`config.mk`:
```
export PLATFORM = sky130hd
export DESIGN_NAME = fu_operand_join
export DESIGN_NICKNAME = d
export VERILOG_FILES = /design/src/rtl/strela_pkg.sv /design/src/rtl/fu_elastic_buffer.sv /design/src/rtl/fu_operand_join.sv
export SDC_FILE = /design/constraint.sdc
export NUM_CORES = 1
export LEC_CHECK = 0
export CORE_MARGIN = 1.5
export CORE_UTILIZATION = 45
export CTS_CLUSTER_SIZE = 24
export DETAILED_ROUTE_END_ITERATION = 10
export DONT_BUFFER_PORTS = 1
export PLACE_DENSITY = 0.62
export SYNTH_ARGS = -nofsm -noshare
export SYNTH_HDL_FRONTEND = slang
export SYNTH_SLANG_ARGS = --single-unit
```
`constraint.sdc`:
```
create_clock -name clk -period 6 [get_ports clk]
set_input_delay 0.6 -clock clk [delete_from_list [all_inputs] [get_ports clk]]
set_output_delay 0.6 -clock clk [all_outputs]
set_load 0.02 [all_outputs]
```
`src/rtl/strela_pkg.sv`:
```
// Shared constants and types for the STRELA functional-unit operand path.
package strela_pkg;

  localparam int EB_DEPTH = 2;
  localparam logic [1:0] EB_FULL = 2'(EB_DEPTH);

  typedef struct packed {
    logic use_1;
    logic use_2;
    logic use_c;
    logic init_valid;
  } fu_join_cfg_t;

  typedef enum logic {
    INIT = 1'b0,
    RUN  = 1'b1
  } join_state_t;

endpackage

```
`src/rtl/fu_elastic_buffer.sv`:
```
// Two-entry elastic FIFO for one FU operand channel; the head entry is always driven on dout.
module fu_elastic_buffer
  import strela_pkg::*;
#(
  parameter int WIDTH = 32
) (
  input  logic             clk,
  input  logic             rst_n,
  input  logic             clr,
  input  logic             push,
  input  logic             pop,
  input  logic [WIDTH-1:0] din,
  output logic [WIDTH-1:0] dout,
  output logic [1:0]       count
);

  logic [WIDTH-1:0] mem [EB_DEPTH];
  logic             wr_ptr_reg;
  logic             rd_ptr_reg;
  logic [1:0]       count_reg;
  logic [1:0]       count_next;

  always_comb begin
    count_next = count_reg;
    if (push && !pop) begin
      count_next = count_reg + 2'd1;
    end else if (pop && !push) begin
      count_next = count_reg - 2'd1;
    end
  end

  always_ff @(posedge clk or negedge rst_n) begin
    if (!rst_n) begin
      wr_ptr_reg <= 1'b0;
      rd_ptr_reg <= 1'b0;
      count_reg  <= 2'd0;
    end else if (clr) begin
      wr_ptr_reg <= 1'b0;
      rd_ptr_reg <= 1'b0;
      count_reg  <= 2'd0;
    end else begin
      if (push) wr_ptr_reg <= wr_ptr_reg + 1'b1;
      if (pop)  rd_ptr_reg <= rd_ptr_reg + 1'b1;
      count_reg <= count_next;
    end
  end

  // Storage is not wiped by clr: the count alone decides what is live.
  always_ff @(posedge clk or negedge rst_n) begin
    if (!rst_n) begin
      for (int i = 0; i < EB_DEPTH; i++) mem[i] <= '0;
    end else if (push && !clr) begin
      mem[wr_ptr_reg] <= din;
    end
  end

  assign dout  = mem[rd_ptr_reg];
  assign count = count_reg;

endmodule

```
`src/rtl/fu_operand_join.sv`:
```
// Operand join in front of the CGRA data FU: buffers din_1/din_2/cin, joins the required
// channels, strobes the FU and tracks validity of the FU result register (incl. initial data).
module fu_operand_join
  import strela_pkg::*;
#(
  parameter int DATA_WIDTH = 32
) (
  input  logic                  clk,
  input  logic                  rst_n,
  input  logic                  clr,
  input  logic                  cfg_use_1,
  input  logic                  cfg_use_2,
  input  logic                  cfg_use_c,
  input  logic                  cfg_init_valid,
  input  logic [DATA_WIDTH-1:0] in1_data,
  input  logic                  in1_valid,
  output logic                  in1_ready,
  input  logic [DATA_WIDTH-1:0] in2_data,
  input  logic                  in2_valid,
  output logic                  in2_ready,
  input  logic                  inc_data,
  input  logic                  inc_valid,
  output logic                  inc_ready,
  output logic [DATA_WIDTH-1:0] fu_din_1,
  output logic [DATA_WIDTH-1:0] fu_din_2,
  output logic                  fu_cin,
  output logic                  fu_enable,
  output logic                  out_valid,
  input  logic                  out_ready
);

  fu_join_cfg_t cfg;
  join_state_t  state_reg, state_next;
  logic         out_valid_reg, out_valid_next;

  logic [1:0]            cnt_1, cnt_2, cnt_c;
  logic [DATA_WIDTH-1:0] head_1, head_2;
  logic                  head_c;
  logic                  init_done, head_ok, can_accept, fire;

  assign cfg = '{use_1: cfg_use_1, use_2: cfg_use_2, use_c: cfg_use_c,
                 init_valid: cfg_init_valid};

  assign init_done = (state_reg == RUN);

  // Ready is held low during the init cycle so nothing queues before the FU has loaded.
  assign in1_ready = cfg.use_1 && init_done && (cnt_1 != EB_FULL);
  assign in2_ready = cfg.use_2 && init_done && (cnt_2 != EB_FULL);
  assign inc_ready = cfg.use_c && init_done && (cnt_c != EB_FULL);

  assign head_ok    = (!cfg.use_1 || (cnt_1 != 2'd0)) &&
                      (!cfg.use_2 || (cnt_2 != 2'd0)) &&
                      (!cfg.use_c || (cnt_c != 2'd0));
  assign can_accept = !out_valid_reg || out_ready;
  assign fire       = head_ok && can_accept && init_done;

  fu_elastic_buffer #(.WIDTH(DATA_WIDTH)) u_eb_1 (
    .clk   (clk),
    .rst_n (rst_n),
    .clr   (clr),
    .push  (in1_valid && in1_ready),
    .pop   (fire && cfg.use_1),
    .din   (in1_data),
    .dout  (head_1),
    .count (cnt_1)
  );

  fu_elastic_buffer #(.WIDTH(DATA_WIDTH)) u_eb_2 (
    .clk   (clk),
    .rst_n (rst_n),
    .clr   (clr),
    .push  (in2_valid && in2_ready),
    .pop   (fire && cfg.use_2),
    .din   (in2_data),
    .dout  (head_2),
    .count (cnt_2)
  );

  fu_elastic_buffer #(.WIDTH(1)) u_eb_c (
    .clk   (clk),
    .rst_n (rst_n),
    .clr   (clr),
    .push  (inc_valid && inc_ready),
    .pop   (fire && cfg.use_c),
    .din   (inc_data),
    .dout  (head_c),
    .count (cnt_c)
  );

  assign fu_din_1  = cfg.use_1 ? head_1 : '0;
  assign fu_din_2  = cfg.use_2 ? head_2 : '0;
  assign fu_cin    = cfg.use_c ? head_c : 1'b0;
  assign fu_enable = fire;
  assign out_valid = out_valid_reg;

  always_comb begin
    state_next     = state_reg;
    out_valid_next = out_valid_reg;
    if (clr) begin
      state_next     = INIT;
      out_valid_next = 1'b0;
    end else if (state_reg == INIT) begin
      // The FU loads initial_data this cycle; it only counts as a token when configured so.
      state_next     = RUN;
      out_valid_next = cfg.init_valid;
    end else if (fire) begin
      out_valid_next = 1'b1;
    end else if (out_ready) begin
      out_valid_next = 1'b0;
    end
  end

  always_ff @(posedge clk or negedge rst_n) begin
    if (!rst_n) begin
      state_reg     <= INIT;
      out_valid_reg <= 1'b0;
    end else begin
      state_reg     <= state_next;
      out_valid_reg <= out_valid_next;
    end
  end

endmodule
```
## After elaboration in Yosys (flattened, before gate mapping)

Cells that the tools add are included.

- Bits in writable memories: 0
- Register bits: 144
- Memories kept: 0
- ROM bits: 0
- Word-level logic and storage cells: 150
- Bits in latches: 0

- $mul: 0
- Div/mod/pow operators: 0
- Add/sub/neg operators: 12
- Multiplexer cells: 47
- Shift-type cells: 0
- Order comparisons: 9
- Equality and inequality tests: 4
- Bitwise logic cells: 6
- Reductions and logical operators: 55

Operator list:

| kind | number |
|---|---|
| 32-bit 2-to-1 mux | 10 |
| 64-bit bitwise mux | 2 |
| 32-bit demux with 1-bit select | 2 |
| 1-bit logical AND | 28 |
| 1-bit 2-to-1 mux | 22 |
| 2-bit 2-to-1 mux | 9 |
| 2-bit nonzero test | 9 |
| 2-bit greater-or-equal comparator, second input constant | 6 |
| 1-bit inverter with 2-bit output | 6 |
| 1-bit zero test | 11 |
| 3-bit nonzero test | 3 |
| 1-bit adder, second input constant | 6 |
| 2-bit by 1-bit adder with 2-bit output, second input constant | 3 |
| 2-bit by 1-bit < comparator with 1-bit output, second input constant | 3 |
| 2-bit inequality test, second input constant | 3 |
| 2-bit by 1-bit subtractor with 2-bit output, second input constant | 3 |
| 1-bit logical OR | 4 |
| 4-bit by 3-bit inequality test with 1-bit output, second input constant | 1 |
| 2-bit bitwise mux | 1 |
| 1-bit demux with 1-bit select | 1 |

## Longest topological paths before layout

- Word-level depth: 11
- Gate-level depth with buffers: 7
- Mapped depth without buffers: 5

## By module

From an unflattened synthesis, not the netlist that was laid out.

- Cells, all modules: 503
- Area, all modules: 6,869.1 µm²

By module, submodules not included:

| module | cells an instance | instances | seq. area each (µm²) | area each (µm²) |
|---|---|---|---|---|
| fu_elastic_buffer (u_eb_1 ...) | 189 | 2 | 1,701.6 | 2,971.6 |
| fu_operand_join | 102 | 1 | 50.0 | 635.6 |
| fu_elastic_buffer (u_eb_c) | 23 | 1 | 150.1 | 290.3 |

## Least setup slack after synthesis

No wires, ideal clock.

- Path type: input port to flip-flop
- Start point: in cfg_use_1
- End point: reg u_eb_1.mem[0] in the netlist's numbering
- Cell stages on the path: 6
- Arrival: 2.044 ns
- Path buffers: 2
- Path slack: 3.831 ns
- Setup time: 0.125 ns
- Cells stage by stage: clkbuf_1 > nand2_1 > a21oi_1 > nand4_1 > buf_2 > mux2_2

- Cells in the longest elaborated chain, start to end: 4

Ends and longest elaborated chain:

| what | RTL line | source |
|---|---|---|
| from (decl) | fu_operand_join.sv:11 | `input logic cfg_use_1,` |
| 1-bit logical AND (2 in a row) | fu_operand_join.sv:47 | `assign in1_ready = cfg.use_1 && init_done && (cnt_1 != EB_FULL);` |
| named net in1_ready | fu_operand_join.sv:17 | `output logic in1_ready,` |
| 1-bit logical AND | fu_operand_join.sv:61 | `.push (in1_valid && in1_ready),` |
| 1-bit logical AND | fu_elastic_buffer.sv:52 | `end else if (push && !clr) begin` |
| to (signal, indexed assignment) | fu_elastic_buffer.sv:53 | `mem[wr_ptr_reg] <= din;` |
| to (decl) | fu_elastic_buffer.sv:17 | `logic [WIDTH-1:0] mem [EB_DEPTH];` |

The timed path passes the listed nets, and every way through them passes these cells.
A chain may end at the register's enable or synchronous reset.

## Final worst setup path

- Start point: reg u_eb_2.rd_ptr_reg
- End point: out fu_din_2[26]

- Cells in the longest elaborated chain, start to end: 5

Ends and longest elaborated chain:

| what | RTL line | source |
|---|---|---|
| from (decl) | fu_elastic_buffer.sv:19 | `logic rd_ptr_reg;` |
| from (signal assigned) | fu_elastic_buffer.sv:43 | `if (pop) rd_ptr_reg <= rd_ptr_reg + 1'b1;` |
| 1-bit inverter with 2-bit output (not written as such) | fu_elastic_buffer.sv:57 | `assign dout = mem[rd_ptr_reg];` |
| 32-bit 2-to-1 mux (not written as such) (3 in a row) | fu_elastic_buffer.sv:57 |  |
| 32-bit 2-to-1 mux | fu_operand_join.sv:91 | `assign fu_din_2 = cfg.use_2 ? head_2 : '0;` |
| to (decl) | fu_operand_join.sv:25 | `output logic [DATA_WIDTH-1:0] fu_din_2,` |

No other way between the ends. The select of a mux whose other input is x is not followed.

==> flow_metrics.tcl <==
set metrics [dict create \
    insertion_delay_ns 0.40 \
    maxSlewHeadroom_pct 31.0 \
    antenna_found_initial 0 \
    grt_pass1_wl_um 21900 \
    setup_tns_ns 0 \
    vias 3805 \
    worstSetupPathType "flip-flop to output pin" \
    setup_viol 0 \
    cp_max_fo 33 \
    finalInstanceArea_um2 7480 \
    skew_ns 0.00420 \
    final-hold-violation-count 0 \
    crit_path_start_kind "flip-flop" \
    drt_pass1_iterations 4 \
    die_area_um2 15700 \
    antenna_left 0 \
    arrival_ns 2.06 \
    cts_tree "done" \
    ctsResizeCount 0 \
    num_rows 44 \
    initialDrtViolationCount 186 \
    ys_warn_count 0 \
    required_ns 5.40 \
    min_period_over_period_pct 44.4 \
    yosys_most_used_dff "dfrtp_1" \
    grt_pass1_vias 4199 \
    hp-class "input port to asynchronous set/reset pin" \
    ioPinCount 146 \
    synthArstFlopShare_pct 100 \
    fmax_ghz 0.375 \
    dpl-instance-area_um2 6870 \
    drv_cap 0 \
    synth_nets 583 \
    place_congestion 0.716 \
    outcome "completed" \
    rsz0062_at_grt "false" \
    crit_slowest_cell "dfrtp_2" \
    syn_avg_cell_area_um2 13.3 \
    seq_area_frac_synth_pct 53.5 \
    htreeDepth 4 \
    cts.sinks 144 \
    core_um2 14600 \
    synth_cell_types 28 \
    slowest_delay_ns 1.04 \
    finalWirelength_um 13200 \
    die_x_um 125 \
    io_buffers 0 \
    grtUsageTotal_pct 17.7 \
    crit_path_end_kind "output pin" \
    dieHeight_um 125 \
    cts_root_buf "clkbuf_16" \
    vdd_drop_max_mv 0.205 \
    reg_top3 "u_eb_1.mem (64), u_eb_2.mem (64)" \
    worst_pin_slew_ns 1.03 \
    synth_edf_count 0 \
    clockBufferDepth 2 \
    syn_area_um2 6740 \
    dp_hpwl_um 8510 \
    power.density_nw_per_um2 367 \
    initial_utilization_pct 46.2 \
    final_util_pct 51.3 \
    antennaDiodeCount 0 \
    drive_gt1_share_pct 33.7 \
    power_mw 2.74 \
    grt_max_degree 145 \
    area_delta_synth_final_pct 11.0 \
    numCtsBuffers 17 \
    period_minus_slack_ns 2.66 \
    synthCells 507 \
    wl_per_cell_um 19.1 \
    synth-seq-cells 144 \
    p_leak_nw 3.21 \
    drv_slew 0 \
    nets 575 \
    drc 0 \
    vias_per_cell 5.48 \
    worstPathCellList "mux2i_1 > nor2b_1" \
    clk_pin_slew_ns 0.06 \
    grt-ovfl-total 0 \
]
-- report_power, final --
| part | switching [mW] | leakage (nW) | internal [mW] | total, mW |
|---|---|---|---|---|
| Sequential | 0.0985 | 1.85 | 1.16 | 1.25 |
| Clock | 0.376 | 0.285 | 0.662 | 1.04 |
| Combinational | 0.236 | 1.08 | 0.215 | 0.451 |
-- area by class of cell --
type,count,area [um^2]
fill,1234,7110
sequential,144,3610
multi-input combinational,325,2980
clock buffer,25,505
tap,184,230
clock inverter,5,77.6
timing repair buffer,5,57.6
inverter,6,22.5
-- kinds of logic (layout without fill, tap and decap cells) --
logic type,after synthesis,in the layout,share of synthesized area [%]
simple gates,102,102,8.80
compound gates,14,14,1.91
flops,144,144,53.5
mux,201,201,32.3
xor+xnor,8,8,1.04
buf+inv,38,41,2.43
-- critical path, delay by kind of cell, from the launching register on --
family           cells  cell delay, ns
muxes                1            0.17
DFF                  1            1.04
and+or+nand+nor      1            0.43
-- cells in the final DEF (no fill, tap or decap), types with 2 or more instances in the layout --
master     synthesis  routed
mux2_2           131     131
bufinv_16          0       2
buf_4              1       4
xnor2_1            3       3
xor2_1             5       5
a21oi_1            3       3
nand2_1            3       3
clkbuf_16          0      17
a21o_1             2       2
clkinv_2           0       2
o2111ai_1          3       3
dfrtp_2            0       2
a21o_2             2       2
nor2_1            15      15
clkbuf_8           0       5
nor2b_1           67      67
dfrtp_1          144     142
mux2_1             2       2
mux2i_1           68      68
nand3_1            5       5
o211a_1            2       2
inv_1              6       6
clkbuf_1          17       3
nand4_1            5       5
-- through the flow --
step                setup slack, ns  hold WS [ns]  cells
finish                         3.34         0.189    694
CTS                            3.28         0.230    694
global placement               3.61         0.310    663
detailed placement             3.54         0.310    663
floorplan                      3.83         0.304    507
global route                   3.18         0.227    694
-- layer usage --
| metal | track usage [%] | share of wire [%] |
|---|---|---|
| met1 | 21.3 | 43 |
| met3 | 7.45 | 8.1 |
| met2 | 28.3 | 47 |
| met4 | 7.02 | 1.8 |
| met5 | 0 | 0 |
-- cells in the mapped netlist, types with 3 or more instances --
library cell | n | area, um^2
mux2_2 | 131 | 1480
mux2i_1 | 68 | 681
clkbuf_1 | 17 | 63.8
xnor2_1 | 3 | 26.3
inv_1 | 6 | 22.5
nand4_1 | 5 | 31.3
nor2_1 | 15 | 56.3
dfrtp_1 | 144 | 3600
buf_2 | 14 | 70.1
xor2_1 | 5 | 43.8
nand3_1 | 5 | 25.0
o2111ai_1 | 3 | 26.3
nor2b_1 | 67 | 419
nand2_1 | 3 | 11.3
a21oi_1 | 3 | 15.0
-- path summary, 6_finish.rpt --
check                      slack, ns                             to  cells after the start                           from
min reg2reg                     0.49     u_eb_1.mem[38]$_DFFE_PN0P_                      1     u_eb_1.mem[38]$_DFFE_PN0P_
min                             0.19      u_eb_2.mem[7]$_DFFE_PN0P_                      1                          rst_n
max in group asynchronous       5.28  u_eb_1.rd_ptr_reg$_DFFE_PN0P_                      1                          rst_n
max                             3.34                   fu_din_2[26]                      2  u_eb_2.rd_ptr_reg$_DFFE_PN0P_
min in group clk                0.25  u_eb_2.rd_ptr_reg$_DFFE_PN0P_                      1                            clr
max reg2reg                     3.63     u_eb_1.mem[55]$_DFFE_PN0P_                      4            init_done$_DFF_PN0_
-- timing repair --
action	in CTS	in global routing
hold buffers	1	0
endpoints found under the hold margin	144	0
setup buffers	0	0
No activity file was read; power rests on OpenSTA's default activity.
